$ cat src/rtl/uart_bridge_pkg.sv
// Shared types and defaults for the UART-AXI4 bridge transmit path.
// Holds the frame arbiter state enum, default sizing constants and width helper.
package uart_bridge_pkg;

   typedef enum logic [1:0] {
      IDLE  = 2'd0,
      XFER  = 2'd1,
      DRAIN = 2'd2,
      GAP   = 2'd3
   } arb_state_e;

   localparam int DEF_IDLE_GAP_CYCLES = 16;
   localparam int DEF_MAX_FRAME_BYTES = 64;

   // Requester index width; never narrower than one bit.
   function automatic int gid_width(input int n);
      return (n > 1) ? $clog2(n) : 1;
   endfunction

endpackage

$ cat src/rtl/uart_cts_sync.sv
// N-flop synchronizer for the asynchronous active-low CTS pin.
// Ports: clk, rst (sync, active-high), d (async in), q (synchronized out); resets to 1.
module uart_cts_sync #(
   parameter int N = 2
) (
   input  logic clk,
   input  logic rst,
   input  logic d,
   output logic q
);

   logic [N-1:0] s;

   // Reset to 1 so the line reads as "not clear to send" until sampled.
   always_ff @(posedge clk) begin
      if (rst) begin
         s <= '1;
      end else begin
         s <= {s[N-2:0], d};
      end
   end

   assign q = s[N-1];

endmodule

$ cat src/rtl/uart_tx_frame_arbiter.sv
// Round-robin whole-frame arbiter in front of the UART TX serializer.
// Ports: req_* byte streams in, tx_* byte out, tx_busy/uart_cts_n line state, status outputs.
module uart_tx_frame_arbiter
   import uart_bridge_pkg::*;
#(
   parameter int NUM_REQ         = 2,
   parameter int CTS_SYNC_STAGES = 2,
   parameter int MAX_FRAME_BYTES = DEF_MAX_FRAME_BYTES,
   parameter int IDLE_GAP_CYCLES = DEF_IDLE_GAP_CYCLES,
   localparam int GW             = gid_width(NUM_REQ)
) (
   input  logic                 clk,
   input  logic                 rst,
   input  logic [NUM_REQ-1:0]   req_valid,
   input  logic [NUM_REQ*8-1:0] req_data,
   input  logic [NUM_REQ-1:0]   req_last,
   output logic [NUM_REQ-1:0]   req_ready,
   output logic                 tx_valid,
   output logic [7:0]           tx_data,
   input  logic                 tx_ready,
   input  logic                 tx_busy,
   input  logic                 uart_cts_n,
   output logic [GW-1:0]        grant_id,
   output logic                 arb_busy,
   output logic                 frame_trunc,
   output logic                 cts_stalled
);

   localparam int CW = $clog2(MAX_FRAME_BYTES + 1);
   localparam logic [CW-1:0] CNT_MAX = CW'(MAX_FRAME_BYTES);

   localparam int GCW = (IDLE_GAP_CYCLES > 1) ? $clog2(IDLE_GAP_CYCLES) : 1;
   localparam int GLAST = (IDLE_GAP_CYCLES > 1) ? IDLE_GAP_CYCLES - 1 : 0;
   localparam logic [GCW-1:0] GLAST_V = GCW'(GLAST);
   localparam bit SHORT_GAP = (IDLE_GAP_CYCLES <= 1);

   arb_state_e     state;
   logic [GW-1:0]  ptr;
   logic [CW-1:0]  cnt;
   logic [CW-1:0]  cnt_nx;
   logic           eof_loaded;
   logic [GCW-1:0] gap_cnt;

   logic           cts_q;
   logic           cts_ok;
   logic           g_valid;
   logic           g_last;
   logic [7:0]     g_data;
   logic           out_free;
   logic           load_ok;
   logic           accept;
   logic           hit_max;
   logic           line_idle;
   logic           gap_done;
   logic [GW-1:0]  ptr_nx;

   // First requester at or after the pointer, wrapping around.
   function automatic logic [GW-1:0] rr_pick(
      input logic [NUM_REQ-1:0] v,
      input logic [GW-1:0]      p
   );
      logic [GW-1:0] g;
      logic [GW-1:0] idx_l;
      logic          found;
      int            idx;
      g     = p;
      found = 1'b0;
      for (int i = 0; i < NUM_REQ; i++) begin
         idx   = (int'(p) + i) % NUM_REQ;
         idx_l = GW'(idx);
         if (!found && v[idx_l]) begin
            g     = idx_l;
            found = 1'b1;
         end
      end
      return g;
   endfunction

   uart_cts_sync #(
      .N (CTS_SYNC_STAGES)
   ) u_cts_sync (
      .clk (clk),
      .rst (rst),
      .d   (uart_cts_n),
      .q   (cts_q)
   );

   assign cts_ok  = !cts_q;

   assign g_valid = req_valid[grant_id];
   assign g_last  = req_last[grant_id];
   assign g_data  = req_data[{grant_id, 3'b000} +: 8];

   // Output register can take a new byte when empty or draining this cycle.
   assign out_free = !tx_valid || tx_ready;
   assign load_ok  = (state == XFER) && cts_ok && out_free && !eof_loaded;
   assign accept   = load_ok && g_valid;
   assign cnt_nx   = cnt + CW'(1);
   assign hit_max  = (cnt_nx == CNT_MAX);

   always_comb begin
      req_ready           = '0;
      req_ready[grant_id] = load_ok;
   end

   assign frame_trunc = accept && hit_max && !g_last;
   assign cts_stalled = (state == XFER) && !cts_ok;
   assign arb_busy    = (state != IDLE);

   assign ptr_nx = (grant_id == GW'(NUM_REQ - 1)) ? '0 : grant_id + GW'(1);

   // The DRAIN cycle that first sees an idle line is the first gap cycle,
   // so GAP itself only has to cover the remaining IDLE_GAP_CYCLES-1.
   assign line_idle = !tx_busy && !tx_valid;
   assign gap_done  = ((state == DRAIN) && line_idle && SHORT_GAP) ||
                      ((state == GAP) && (gap_cnt >= GLAST_V));

   always_ff @(posedge clk) begin
      if (rst) begin
         state      <= IDLE;
         ptr        <= '0;
         grant_id   <= '0;
         cnt        <= '0;
         eof_loaded <= 1'b0;
         gap_cnt    <= '0;
         tx_valid   <= 1'b0;
         tx_data    <= 8'h00;
      end else begin
         unique case (state)
            IDLE: begin
               if (|req_valid) begin
                  grant_id <= rr_pick(req_valid, ptr);
                  state    <= XFER;
               end
            end
            XFER: begin
               if (accept) begin
                  tx_valid <= 1'b1;
                  tx_data  <= g_data;
                  cnt      <= cnt_nx;
                  if (g_last || hit_max) begin
                     eof_loaded <= 1'b1;
                  end
               end else if (tx_ready) begin
                  tx_valid <= 1'b0;
               end
               if (eof_loaded && out_free) begin
                  state <= DRAIN;
               end
            end
            DRAIN: begin
               if (line_idle && !SHORT_GAP) begin
                  gap_cnt <= GCW'(1);
                  state   <= GAP;
               end
            end
            GAP: begin
               gap_cnt <= gap_cnt + GCW'(1);
            end
         endcase
         if (gap_done) begin
            state      <= IDLE;
            ptr        <= ptr_nx;
            cnt        <= '0;
            eof_loaded <= 1'b0;
            gap_cnt    <= '0;
         end
      end
   end

endmodule

$ cat config.mk
export PLATFORM = sky130hd
export DESIGN_NAME = uart_tx_frame_arbiter
export DESIGN_NICKNAME = d
export VERILOG_FILES = /design/src/rtl/uart_bridge_pkg.sv /design/src/rtl/uart_cts_sync.sv /design/src/rtl/uart_tx_frame_arbiter.sv
export SDC_FILE = /design/constraint.sdc
export NUM_CORES = 1
export LEC_CHECK = 0
export BUFFER_PORTS_ARGS = -buffer_cell sky130_fd_sc_hd__buf_2
export CAP_MARGIN = 20
export CORE_MARGIN = 1.5
export CORE_UTILIZATION = 30
export DETAILED_ROUTE_END_ITERATION = 16
export GPL_TIMING_DRIVEN = 0
export PLACE_DENSITY = 0.59
export REMOVE_ABC_BUFFERS = 1
export SETUP_SLACK_MARGIN = 0.2
export SLEW_MARGIN = 40
export SYNTH_ARGS = -nofsm -noshare
export SYNTH_HDL_FRONTEND = slang
export SYNTH_HIERARCHICAL = 1
export SYNTH_SLANG_ARGS = --single-unit
$ cat constraint.sdc
create_clock -name clk -period 2.9 [get_ports clk]
set_input_delay 0.58 -clock clk [delete_from_list [all_inputs] [get_ports clk]]
set_output_delay 0.58 -clock clk [all_outputs]
set_load 0.01 [all_outputs]
==> results of run 1 <==
## final cells by class
cell class / count / share of cell area, %
Multi-Input combinational cell: 123 / 49.0
Sequential cell: 27 / 31.2
Timing Repair Buffer: 42 / 12.5
Tap cell: 52 / 3.75
Clock buffer: 4 / 2.60
Inverter: 4 / 0.865
## through the flow
| step | utilization, % | area (um^2) | power (mW) |
|---|---|---|---|
| 2_1_floorplan | - | 1400 | 0.635 |
| 3_3_place_gp | 37.0 | 1660 | 0.717 |
| 3_5_place_dp | 37.0 | 1660 | 0.722 |
| 4_1_cts | 38.1 | 1710 | 0.940 |
| 5_1_grt | 38.8 | 1740 | 1.01 |
| 6_report | 38.8 | 1740 | 0.936 |
## flip-flops by register name, indices dropped and copies added, names as in the netlist
name / cells
u_cts_sync/s: 2
tx_valid: 1
ptr: 1
gap_cnt: 4
state: 2
tx_data: 8
eof_loaded: 1
cnt: 7
grant_id: 1
## cell usage after synthesis, drive strengths merged (3+ instances only)
library cell	count
dfxtp	27
o21ai	5
nand2	9
or2	3
o21a	3
inv	4
clkbuf	3
nor2	18
and3	4
nand2b	4
nor3	6
nand3	5
a21oi	9
a211oi	10
mux2i	8
ha	7
buf	4
## critical path, delay by kind of cell (launching register included)
kind	cells	cell delay [ns]
adder cells (fa/ha/maj)	1	0.22
buffers and inverters	2	0.26
flip-flops	1	0.34
AND/OR/NAND/NOR	3	0.76
AO/OA/AOI/OAI	1	0.11
## logic make-up after synthesis
group	after synthesis	synth area share (%)
XOR/XNOR	3	1.83
flip-flops	27	37.7
multiplexers	10	7.41
buffers and inverters	11	3.84
AO/OA/AOI/OAI	42	20.1
AND/OR/NAND/NOR	60	23.1
adder cells (fa/ha/maj)	7	6.10
## how the worst max path moves through the flow
stage | startpoint | endpoint | slack (ns) | cells after the start
after detailed placement | grant_id | frame_trunc | 0.31 | 5
final | state[1] | frame_trunc | 0.36 | 7
after global routing | state[1] | frame_trunc | 0.20 | 7
after global placement | grant_id | frame_trunc | 0.32 | 5
after CTS | state[1] | frame_trunc | 0.20 | 7
after floorplan | grant_id | frame_trunc | 0.55 | 4
## power by group
group | total (mW) | internal (mW) | switching (mW)
clock | 0.218 | 0.0985 | 0.120
sequential | 0.438 | 0.401 | 0.0374
combinational | 0.280 | 0.135 | 0.145
total | 0.936 | 0.634 | 0.302
## metal layers
layer	up-vias	part of all wire (%)	wire length [um]
met4	0	1.5	48
li1	666	-	-
met1	577	49	1520
met2	32	46	1430
met5	-	0	0
met3	4	3.8	120
## repair_timing
action,CTS,global route
cloned,0,1
endpoints found under the setup margin,1,1
resized for setup,2,0
buffers inserted,0,3
pin swaps,0,1
==> impl_metrics.env, run 1 <==
export IMPL_reg2reg_depth=6
export IMPL_final_common_cell="buf_2"
export IMPL_p_per_area_nw_per_um2=540
export IMPL_dr_first_iter_drc_count=23
export IMPL_cts_tree="yes"
export IMPL_min_from="u_cts_sync/s[0]"
export IMPL_antenna_left=0
export IMPL_cts_buffers=3
export IMPL_synth_area_leaders="dfxtp_1 (38%), ha_1 (6.1%), mux2i_1 (5.6%)"
export IMPL_use_met3_pct=2.50
export IMPL_grt_antenna_before_repair=0
export IMPL_outcome="completed"
export IMPL_arrival_ns=1.96
export IMPL_layout_cells_non_filler=252
export IMPL_synth_main_ff_cell="dfxtp_1"
export IMPL_vias_per_cell=5.08
export IMPL_grt_total_usage_pct=12.1
export IMPL_final_cell_mix="buf_2 (39), dfxtp_1 (26), nor2_1 (18), a211oi_1 (10)"
export IMPL_min_delay_path_depth=1
export IMPL_rows=24
export IMPL_wl_per_cell_um=12.4
export IMPL_drive_above_1_share_pct=28.0
export IMPL_slew_viol_final=0
export IMPL_cp_slowest_cell="dfxtp_1"
export IMPL_first_global_vias=1104
export IMPL_tightest_slew_ns=0.500
export IMPL_nets=233
export IMPL_clockBufferDepth=2
export IMPL_setup_viol=0
export IMPL_io_buffer_count=39
export IMPL_ys_seq_area_share_pct=37.7
export IMPL_die_h_um=72.2
export IMPL_cp_start_kind="register"
export IMPL_diodes=0
export IMPL_irDropWorstVdd_mv=0.251
export IMPL_clock_latency_ns=0.27
export IMPL_maxSlewHeadroom_pct=66.4
export IMPL_crit_path_max_fanout=11
export IMPL_boundaryPins=40
export IMPL_ys_ff_latch=27
export IMPL_rsz0062_at_grt="no"
export IMPL_dpl_hpwl_um=2120
export IMPL_min_to="u_cts_sync/s[1]"
export IMPL_synth_enable_flop_cells=0
export IMPL_pre_cts_slack_ns=0.313
export IMPL_min_path_type="register to register"
export IMPL_drt_wl_total_um=3120
export IMPL_htreeDepth=1
export IMPL_fmax_mhz=394
export IMPL_multi_input_area_um2=851
export IMPL_async_flop_share_pct=0
export IMPL_grt_max_degree=22
export IMPL_seqCellArea_um2=542
export IMPL_layout_setup_ws_ns=0.365
export IMPL_grt_pass1_wl_um=5040
export IMPL_grt_util_met1_pct=15.9
export IMPL_postSynthCellCount=160
export IMPL_die_w_um=72.2
export IMPL_synth_top_cell_by_area="dfxtp_1"
export IMPL_worstSetupPathType="register to output port"
export IMPL_drcViolationCount=0
export IMPL_worst_ep_required_time_ns=2.32
export IMPL_holdWs_ns=0.418
export IMPL_p_leak_nw=0.711
export IMPL_areaGrowthSynthToFinish_pct=20.9
export IMPL_final_min_clock_period_ns=2.54
export IMPL_grt_busiest_layer="met2"
export IMPL_fillers=447
export IMPL_min_period_over_period_pct=87.4
export IMPL_ctsHoldBuffers=0
export IMPL_cp_cell_sequence="inv_1 > ha_1 > nor3b_4 > and3_4 > o211ai_1 > nor3_1 > buf_2"
export IMPL_setup_tns_ns=0
export IMPL_rrSetupSlack_ns=1.04
export IMPL_core_um2=4470
export IMPL_netlist_area_leader_share_pct=37.7
export IMPL_gp_congestion=0.809
export IMPL_start_util_pct=32.1
export IMPL_reg2reg_to="cnt[5]"
export IMPL_vias=1279
export IMPL_syn_area_um2=1440
export IMPL_cts_clk_slew_worst_paths_ns=0.09
export IMPL_synth_cell_type_count=47
export IMPL_dpl_cell_count=244
export IMPL_slowest_delay_ns=0.34
export IMPL_cts_sinks=27
export IMPL_worst_clock_skew_ns=0.00267
export IMPL_firstDrtPassIters=4
export IMPL_met2_usage_pct=19.9
export IMPL_max_cap_violations=0
export IMPL_rr_startpoint="state[1]"
export IMPL_grt_overflow_total=0
export IMPL_root_buffer="clkbuf_8"
export IMPL_hold_violations=0
export IMPL_cp_end_kind="output port"
export IMPL_fp_dieArea_um2=5210
export IMPL_synth_area_per_cell_um2=8.97
export IMPL_ys_warn_count=6
No activity file was read; power rests on OpenSTA's default activity.
==> inputs of run 2 (changes only) <==
--- a/config.mk
+++ b/config.mk
@@ -11,7 +11,6 @@
 export CORE_UTILIZATION = 30
 export DETAILED_ROUTE_END_ITERATION = 16
 export GPL_TIMING_DRIVEN = 0
-export PLACE_DENSITY = 0.59
 export REMOVE_ABC_BUFFERS = 1
 export SETUP_SLACK_MARGIN = 0.2
 export SLEW_MARGIN = 40
==> constraint.sdc (replaced) <==
create_clock -name clk -period 2.53 [get_ports clk]
set_input_delay 0.506 -clock clk [delete_from_list [all_inputs] [get_ports clk]]
set_output_delay 0.506 -clock clk [all_outputs]
set_load 0.01 [all_outputs]
==> run 2 against run 1 <==
  * Sequential power grew 16%
  * Clock power grew 14%
  * Flip-flop and latch count is the same
  * Hold slack lost 0.020 ns
  * Via count grew 2.3%
  * Critical path depth shrank 1
  * Highest routed layer unchanged
  * Critical endpoint unchanged
  * First-iteration DRC count grew 140%
==> impl_metrics.env, run 2 (same netlist as run 1, synthesis figures left out) <==
export IMPL_worst_ep_required_time_ns=2.02
export IMPL_dpl_hpwl_um=2200
export IMPL_final_common_cell="buf_2"
export IMPL_dpl_instance_area_um2=1660
export IMPL_rows=24
export IMPL_holdWs_ns=0.399
export IMPL_p_leak_nw=0.719
export IMPL_maxSlewHeadroom_pct=67.3
export IMPL_cp_slowest_cell="dfxtp_4"
export IMPL_start_util_pct=32.1
export IMPL_top_regs="tx_data (8), cnt (7), gap_cnt (4)"
export IMPL_grt_antenna_before_repair=0
export IMPL_die_h_um=72.2
export IMPL_finalPower_mw=1.09
export IMPL_slowest_delay_ns=0.40
export IMPL_rsz0062_at_grt="no"
export IMPL_cp_end_kind="output port"
export IMPL_firstDrtPassIters=4
export IMPL_irDropWorstVdd_mv=0.231
export IMPL_final_cell_mix="buf_2 (39), dfxtp_1 (24), nor2_1 (18), a211oi_1 (10)"
export IMPL_crit_path_max_fanout=7
export IMPL_cp_start_kind="register"
export IMPL_tightest_slew_ns=0.487
export IMPL_grt_total_usage_pct=13.3
export IMPL_clock_latency_ns=0.28
export IMPL_die_w_um=72.2
export IMPL_worstSetupPathType="register to output port"
export IMPL_grt_overflow_total=0
export IMPL_cts_buffers=3
export IMPL_root_buffer="clkbuf_8"
export IMPL_cp_cell_sequence="ha_4 > and3_4 > and4_1 > o22ai_1 > nor3_1 > buf_2"
export IMPL_htreeDepth=1
export IMPL_core_um2=4470
export IMPL_vias=1308
export IMPL_finalInstanceArea_um2=1790
export IMPL_drive_above_1_share_pct=31.2
export IMPL_grt_pass1_wl_um=5400
export IMPL_areaGrowthSynthToFinish_pct=24.8
export IMPL_io_buffer_count=39
export IMPL_worst_clock_skew_ns=0.00381
export IMPL_cts_clk_slew_worst_paths_ns=0.09
export IMPL_final_min_clock_period_ns=2.21
export IMPL_min_path_type="primary input to register"
export IMPL_cts_sinks=27
export IMPL_fmax_mhz=452
export IMPL_arrival_ns=1.71
export IMPL_layout_setup_ws_ns=0.317
export IMPL_fp_dieArea_um2=5210
export IMPL_ctsHoldBuffers=0
export IMPL_drcViolationCount=0
export IMPL_pre_cts_slack_ns=-0.00376
export IMPL_cts_tree="yes"
export IMPL_hold_violations=0
export IMPL_largest_register="tx_data"
export IMPL_dr_first_iter_drc_count=55
export IMPL_drt_wl_total_um=3290
export IMPL_setup_viol=0
export IMPL_outcome="completed"
export IMPL_grt_max_degree=16
export IMPL_max_cap_violations=0
export IMPL_antenna_left=0
export IMPL_vias_per_cell=5.15
export IMPL_largest_reg_flops=8
export IMPL_clockBufferDepth=2
export IMPL_diodes=0
export IMPL_p_per_area_nw_per_um2=611
export IMPL_boundaryPins=40
export IMPL_first_global_vias=1145
export IMPL_slew_viol_final=0
export IMPL_wl_per_cell_um=13.0
export IMPL_nets=235
export IMPL_min_period_over_period_pct=87.5
export IMPL_gp_congestion=0.723
-- run 2: cell types whose count changed in the layout (fill, tap and decap cells not counted), sizes merged --
cell and delta:
buf +2
-- run 2: cell type report --
class                   instances  area, um^2
fillers                       454        2680
multi-input cells             123         881
repair buffers                 44         233
well taps                      52        65.1
flip-flops and latches         27         552
clock buffers                   4        45.0
inverters                       4        15.0
-- run 2: path summary, 6_finish.rpt --
check,start,end,slack (ns),cells past startpoint
worst min register to register,u_cts_sync/s[0],u_cts_sync/s[1],0.41,1
worst max register to register,state[1],cnt[5],0.67,7
worst min-delay path,uart_cts_n,u_cts_sync/s[0],0.40,2
worst max-delay path,cnt[0],frame_trunc,0.32,6
-- run 2: what timing repair did --
item / 4_1_cts / 5_1_grt
buffers inserted: 2 / 3
endpoints found under the setup margin: 1 / 1
resized for setup: 6 / 7
pin swaps: 1 / 1
gates cloned: 1 / 0
-- run 2: metal layers --
metal | vias to the layer above | global-route usage, % | part of all wire, %
li1 | 671 | - | -
met1 | 593 | 16.3 | 46
met2 | 39 | 22.4 | 47
met3 | 5 | 2.78 | 4.6
met4 | 0 | 6.29 | 2.1
met5 | - | 0 | 0
-- run 2: stage by stage --
stage                     utilization [%]   TNS, ns  std cells
final                                40.0         0        254
after detailed placement             37.0  -0.00376        244
after global routing                 40.0         0        254
after global placement               37.0         0        244
after floorplan                         -         0        153
after CTS                            38.8         0        251
-- run 2: worst max-delay path: cells and delay by family, from the launching register on --
| kind | cells | cell delay (ns) |
|---|---|---|
| buffers and inverters | 1 | 0.16 |
| DFF | 1 | 0.40 |
| and+or+nand+nor | 3 | 0.62 |
| adders and majority gates | 1 | 0.16 |
| AOI/OAI and AO/OA | 1 | 0.10 |
-- run 2: power by group --
group	switching (mW)	internal, mW
Sequential	0.0475	0.458
Clock	0.135	0.113
Combinational	0.174	0.165
Total	0.357	0.736
